File: config.mk
export PLATFORM = sky130hd
export DESIGN_NAME = bit_bbox_detector
export DESIGN_NICKNAME = d
export VERILOG_FILES = /design/src/rtl/img_pkg.sv /design/src/rtl/bbox_accum.sv /design/src/rtl/bit_bbox_detector.sv
export SDC_FILE = /design/constraint.sdc
export NUM_CORES = 1
export LEC_CHECK = 0
export CORE_ASPECT_RATIO = 2
export CORE_MARGIN = 1
export CORE_UTILIZATION = 35
export DETAILED_ROUTE_END_ITERATION = 8
export SLEW_MARGIN = 25
export SYNTH_ARGS = -nofsm -noshare
export SYNTH_HDL_FRONTEND = slang
export SYNTH_SLANG_ARGS = --single-unit
File: constraint.sdc
create_clock -name clk -period 2.4 [get_ports clk]
set_input_delay 0.48 -clock clk [delete_from_list [all_inputs] [get_ports clk]]
set_output_delay 0.48 -clock clk [all_outputs]
set_load 0.01 [all_outputs]
File: src/rtl/img_pkg.sv
// img_pkg: shared widths and FSM encoding for the binary-image stages
package img_pkg;
  localparam int IMG_XW = 11;
  localparam int IMG_CNTW = 20;
  typedef enum logic [1:0] {S_IDLE = 2'd0, S_ACTIVE = 2'd1, S_LATCH = 2'd2} state_e;
endpackage

File: src/rtl/bbox_accum.sv
// bbox_accum: running min/max of object-pixel coordinates plus saturating pixel count
module bbox_accum
  import img_pkg::*;
(
  input  logic                clk,
  input  logic                rst_n,
  input  logic                clear_i,
  input  logic                sample_i,
  input  logic                bit_i,
  input  logic [IMG_XW-1:0]   x_i,
  input  logic [IMG_XW-1:0]   y_i,
  output logic [IMG_XW-1:0]   x_min_o,
  output logic [IMG_XW-1:0]   x_max_o,
  output logic [IMG_XW-1:0]   y_min_o,
  output logic [IMG_XW-1:0]   y_max_o,
  output logic [IMG_CNTW-1:0] cnt_o
);
  logic [IMG_XW-1:0] x_min_q, x_max_q, y_min_q, y_max_q;
  logic [IMG_CNTW-1:0] cnt_q;
  always_ff @(posedge clk or negedge rst_n) begin
    if (!rst_n) begin
      x_min_q <= '0;
      x_max_q <= '0;
      y_min_q <= '0;
      y_max_q <= '0;
      cnt_q   <= '0;
    end else if (clear_i) begin
      x_min_q <= '1;
      x_max_q <= '0;
      y_min_q <= '1;
      y_max_q <= '0;
      cnt_q   <= '0;
    end else if (sample_i && bit_i) begin
      x_min_q <= (x_i < x_min_q) ? x_i : x_min_q;
      x_max_q <= (x_i > x_max_q) ? x_i : x_max_q;
      y_min_q <= (y_i < y_min_q) ? y_i : y_min_q;
      y_max_q <= (y_i > y_max_q) ? y_i : y_max_q;
      cnt_q   <= (&cnt_q) ? cnt_q : cnt_q + IMG_CNTW'(1);
    end
  end
  assign x_min_o = x_min_q;
  assign x_max_o = x_max_q;
  assign y_min_o = y_min_q;
  assign y_max_o = y_max_q;
  assign cnt_o   = cnt_q;
endmodule

File: src/rtl/bit_bbox_detector.sv
// bit_bbox_detector: per-frame bounding box / pixel count of a binary stream with box overlay
module bit_bbox_detector
  import img_pkg::*;
#(
  parameter logic [IMG_XW-1:0]   IMG_HDISP  = 11'd1024,
  parameter logic [IMG_XW-1:0]   IMG_VDISP  = 11'd768,
  parameter logic [IMG_CNTW-1:0] MIN_PIXELS = 20'd64
) (
  input  logic                clk,
  input  logic                rst_n,
  input  logic                per_frame_vsync,
  input  logic                per_frame_href,
  input  logic                per_frame_clken,
  input  logic                per_img_Bit,
  output logic                post_frame_vsync,
  output logic                post_frame_href,
  output logic                post_frame_clken,
  output logic                post_img_Bit,
  output logic                post_box_flag,
  output logic [IMG_XW-1:0]   box_x_min,
  output logic [IMG_XW-1:0]   box_x_max,
  output logic [IMG_XW-1:0]   box_y_min,
  output logic [IMG_XW-1:0]   box_y_max,
  output logic [IMG_CNTW-1:0] box_pix_cnt,
  output logic                box_valid,
  output logic                box_done
);
  localparam logic [IMG_XW-1:0] X_LAST = IMG_HDISP - IMG_XW'(1);
  localparam logic [IMG_XW-1:0] Y_LAST = IMG_VDISP - IMG_XW'(1);
  state_e state_q;
  logic vsync_q, href_q, rise_pend_q;
  logic vs_rise, vs_fall, href_fall, sample, clear, start;
  logic [IMG_XW-1:0] x_q, y_q, x_d, y_d;
  logic [IMG_XW-1:0] acc_x_min, acc_x_max, acc_y_min, acc_y_max;
  logic [IMG_CNTW-1:0] acc_cnt;
  logic in_box, on_edge;
  assign vs_rise   = per_frame_vsync & ~vsync_q;
  assign vs_fall   = ~per_frame_vsync & vsync_q;
  assign href_fall = ~per_frame_href & href_q;
  assign sample    = (state_q == S_ACTIVE) & per_frame_href & per_frame_clken;
  assign start     = vs_rise | rise_pend_q;
  assign clear     = (state_q == S_IDLE) & start;
  always_comb begin
    x_d = href_fall ? '0 : sample ? ((x_q == X_LAST) ? x_q : x_q + IMG_XW'(1)) : x_q;
    y_d = href_fall ? ((y_q == Y_LAST) ? y_q : y_q + IMG_XW'(1)) : y_q;
  end
  bbox_accum u_accum (
    .clk      (clk),
    .rst_n    (rst_n),
    .clear_i  (clear),
    .sample_i (sample),
    .bit_i    (per_img_Bit),
    .x_i      (x_q),
    .y_i      (y_q),
    .x_min_o  (acc_x_min),
    .x_max_o  (acc_x_max),
    .y_min_o  (acc_y_min),
    .y_max_o  (acc_y_max),
    .cnt_o    (acc_cnt)
  );
  always_ff @(posedge clk or negedge rst_n) begin
    if (!rst_n) begin
      state_q     <= S_IDLE;
      rise_pend_q <= 1'b0;
      x_q         <= '0;
      y_q         <= '0;
      box_x_min   <= '0;
      box_x_max   <= '0;
      box_y_min   <= '0;
      box_y_max   <= '0;
      box_pix_cnt <= '0;
      box_valid   <= 1'b0;
      box_done    <= 1'b0;
    end else begin
      box_done    <= 1'b0;
      rise_pend_q <= 1'b0;
      case (state_q)
        S_IDLE: if (start) begin
          x_q     <= '0;
          y_q     <= '0;
          state_q <= S_ACTIVE;
        end
        S_ACTIVE: begin
          x_q <= x_d;
          y_q <= y_d;
          if (vs_fall) state_q <= S_LATCH;
        end
        S_LATCH: begin
          box_x_min   <= (acc_cnt == '0) ? '0 : acc_x_min;
          box_x_max   <= (acc_cnt == '0) ? '0 : acc_x_max;
          box_y_min   <= (acc_cnt == '0) ? '0 : acc_y_min;
          box_y_max   <= (acc_cnt == '0) ? '0 : acc_y_max;
          box_pix_cnt <= acc_cnt;
          box_valid   <= acc_cnt >= MIN_PIXELS;
          box_done    <= 1'b1;
          rise_pend_q <= vs_rise;
          state_q     <= S_IDLE;
        end
        default: state_q <= S_IDLE;
      endcase
    end
  end
  assign in_box  = (x_q >= box_x_min) && (x_q <= box_x_max) && (y_q >= box_y_min) && (y_q <= box_y_max);
  assign on_edge = (x_q == box_x_min) || (x_q == box_x_max) || (y_q == box_y_min) || (y_q == box_y_max);
  // vsync_q resets high so a frame already in progress at reset release is not seen as a rise
  always_ff @(posedge clk or negedge rst_n) begin
    if (!rst_n) begin
      vsync_q          <= 1'b1;
      href_q           <= 1'b0;
      post_frame_vsync <= 1'b0;
      post_frame_href  <= 1'b0;
      post_frame_clken <= 1'b0;
      post_img_Bit     <= 1'b0;
      post_box_flag    <= 1'b0;
    end else begin
      vsync_q          <= per_frame_vsync;
      href_q           <= per_frame_href;
      post_frame_vsync <= per_frame_vsync;
      post_frame_href  <= per_frame_href;
      post_frame_clken <= per_frame_clken;
      post_img_Bit     <= per_frame_href & per_img_Bit;
      post_box_flag    <= sample & box_valid & in_box & on_edge;
    end
  end
endmodule

==> run_results.csv <==
group,metric,value,unit
status,status,"complete, no violations",
die,start_util,0.359,
layout,layout_common_cells,"155 x dfrtp_1, 142 x nand2_1, 107 x inv_1",
detailed_routing,remaining_drc_errors,0,
die,coreArea,0.0246,mm²
cts,clock_path_buffers,2,
global_routing,grt_use_total,0.204,
yosys,yosys_warnings,0,
yosys,syn-num-nets,1032,
worst_setup_path,reg2reg_slack,0.06,ns
cts,cts_tree,"built",
sta,slew_headroom,0.612,
power_and_ir_drop,power.density,859,mW/mm²
yosys,synthMuxAreaShare,0.0204,
yosys,synth_seq_cells,161,
yosys,synth_top_area_frac,0.453,
yosys,ys.flop_type,"dfrtp_1",
yosys,yosys.area.top_type,"dfrtp_1",
sta,setup_violations,0,
worst_setup_path,crit_fanout,3,
job,maxCapViolCount,0,
sta,rsz0062_at_grt,"no",
sta,timing.final.crit_share,0.974,
power_and_ir_drop,vdd.ir_drop.worst,0.461,mV
worst_setup_path,startpoint_type,"flop",
detailed_routing,post_drt_wl_per_cell,17.3,µm
worst_hold_path,holdCritPathClass,"in -> async",
global_routing,grt_antenna_before_repair,0,
worst_setup_path,worstSetupStartpoint,"x_q[8]",
global_routing,grt_pass1_vias,7629,
power_and_ir_drop,leakage,5.17,nW
yosys,synth_cell_types,58,
yosys,synth-compound-area-share,0.161,
die,die_w,114,µm
yosys,synth_xor_area_frac,0.0178,
sta,finalMaxSlewViolations,0,
detailed_routing,drtPass1Iterations,4,
layout,drive_gt1_frac,0.128,
sta,final-hold-violation-count,0,
cts,insertion_delay,0.45,ns
sta,whs,0.481,ns
sta,setup_tns,0,ns
worst_setup_path,cp.required,2.78,ns
yosys,ys_seq_area_frac,0.456,
layout,final_area,0.0112,mm²
die,num_rows,81,
yosys,synthTopCellsByArea,"dfrtp_1 45%, ha_1 13%, nand2_1 6.0%, inv_1 4.5%, o211ai_1 4.3%",
placed_design,dp.cells,1395,
yosys,syn_avg_cell_area,9.44,µm²
sta,fmax,428,MHz
cts,htreeDepth,4,
worst_setup_path,worstSetupPathType,"reg -> reg",
placed_design,gp_congestion,0.843,
yosys,ys_async_sr_fraction,1.00,
die,die-area,0.0259,mm²
layout,syn_to_final_growth,26.7,%
yosys,yosys.area_share.adder,0.127,
cts,clock_sinks,161,
sta,tightest_slew,0.577,ns
cts,ctsRootBufferMaster,"clkbuf_16",
sta,fin_skew,0.0145,ns
layout,num_antenna_cells,0,
die,chipHeight,227,µm
layout,final_common_cell,"dfrtp_1",
yosys,synth-simple-area-share,0.154,
yosys,syn_inst,936,
placed_design,post_dp_cell_area,0.0106,mm²
placed_design,io_buffers,76,
worst_setup_path,end_kind,"flop",
detailed_routing,num_vias,7426,
cts,cts_buffers,17,
worst_setup_path,arrival,2.72,ns
global_routing,grt_pass1_wl,39700,µm
detailed_routing,via_per_inst,5.20,
global_routing,overflow,0,
layout,fin_cells,1428,
die,io_pins,77,
yosys,syn-cell-area,0.00884,mm²
yosys,synth_top_family_by_area,"compound AO/OA/AOI/OAI gates",
detailed_routing,drtAntennaViolNets,0,
detailed_routing,finalWirelength,24700,µm
cts,post_cts_buffers,0,
placed_design,place_hpwl,18600,µm
worst_setup_path,r2r_start,"x_q[8]",
yosys,synth_edf_count,0,
sta,period_needed,2.34,ns
layout,fin_nets,1179,
power_and_ir_drop,p_total,9.62,mW
detailed_routing,drt_iter0_markers,324,
global_routing,grt_max_degree,59,
cts,path_clk_slew,0.07,ns
[final timing paths]
check | endpoint | cells after the start
hold reg to reg | box_pix_cnt[2] | 2
setup reg to reg | post_box_flag | 7
hold / removal | box_y_min[3] | 2
setup / recovery | post_box_flag | 7
max in group asynchronous | x_q[4] | 3
min in group clk | box_pix_cnt[2] | 2
[cells by family (layout without fill, tap and decap cells)]
group / Yosys count / in the layout
compound gates: 221 / 221
mux: 18 / 18
buf+inv: 142 / 302
fa+ha+maj: 90 / 90
simple gates: 286 / 286
flops: 161 / 161
xor+xnor: 18 / 18
[sequential cells by signal (all words and copies together) (netlist names), 2 cells and up]
| name | count |
|---|---|
| u_accum.y_max_o | 11 |
| y_q | 11 |
| u_accum.cnt_o | 20 |
| box_pix_cnt | 20 |
| u_accum.x_min_o | 11 |
| box_x_max | 11 |
| box_y_min | 11 |
| u_accum.x_max_o | 11 |
| u_accum.y_min_o | 11 |
| box_x_min | 11 |
| state_q | 2 |
| x_q | 11 |
| box_y_max | 11 |
[synth_stat cells (2+ instances only)]
library cell,number
nand2_1,142
nand3_2,2
buf_2,6
inv_1,107
a22o_1,5
clkbuf_1,25
o21a_1,8
nand3_1,21
o31ai_1,9
o41ai_1,2
xnor2_1,14
xor2_1,4
mux2i_1,18
a31oi_1,4
o21ai_0,69
dfrtp_1,160
o211ai_1,51
o21ai_1,4
nor2b_1,6
o21bai_1,3
nor4_1,11
ha_1,90
nor2_1,39
a41oi_1,2
a21oi_1,35
a211oi_1,10
nor3_1,8
a21o_1,11
nand3b_1,2
and3_1,4
nand4_1,22
and4_1,2
nand2b_1,4
or3_1,12
[critical path: stages, from the launching register on]
cell and delay, ns:
dfrtp_1 0.46, buf_4 0.18, ha_1 0.28, nand4_1 0.16, or3_4 0.42, a32o_1 0.24
a2111oi_2 0.36, buf_4 0.17
[where the power goes]
group          leakage, nW  switching [mW]  internal (mW)
Sequential            2.12           0.375           3.19
Clock                0.291            1.22           1.58
Combinational         2.75            1.75           1.51
Total                 5.17            3.34           6.28
[cell type report]
cell class / instances / area (µm²)
inverters: 107 / 402
flip-flops and latches: 161 / 4040
clock inverters: 13 / 150
repair buffers: 163 / 1470
multi-input cells: 633 / 4280
fillers: 2340 / 13400
well taps: 332 / 415
clock buffers: 19 / 443
[metal layers]
layer | wire [µm] | global-route usage
met1 | 9080 | 0.206
met2 | 13400 | 0.378
met3 | 631 | 0.0356
met4 | 1530 | 0.130
met5 | 0 | 0
[what timing repair did]
| item | CTS | global route |
|---|---|---|
| gates resized for setup | 6 | 4 |
| pin swaps | 1 | 0 |
| hold buffers | 1 | 0 |
| setup endpoints to repair | 1 | 10 |
| endpoints found under the hold margin | 27 | 0 |
[stage by stage]
| stage | setup slack, ns | util |
|---|---|---|
| global route | 0.00140 | 0.455 |
| global placement | -0.134 | 0.429 |
| CTS | 0.00697 | 0.454 |
| detailed placement | -0.212 | 0.429 |
| finish | 0.0632 | 0.455 |
| floorplan | 0.387 | - |
Note: power is estimated with default switching activity, not from simulation.
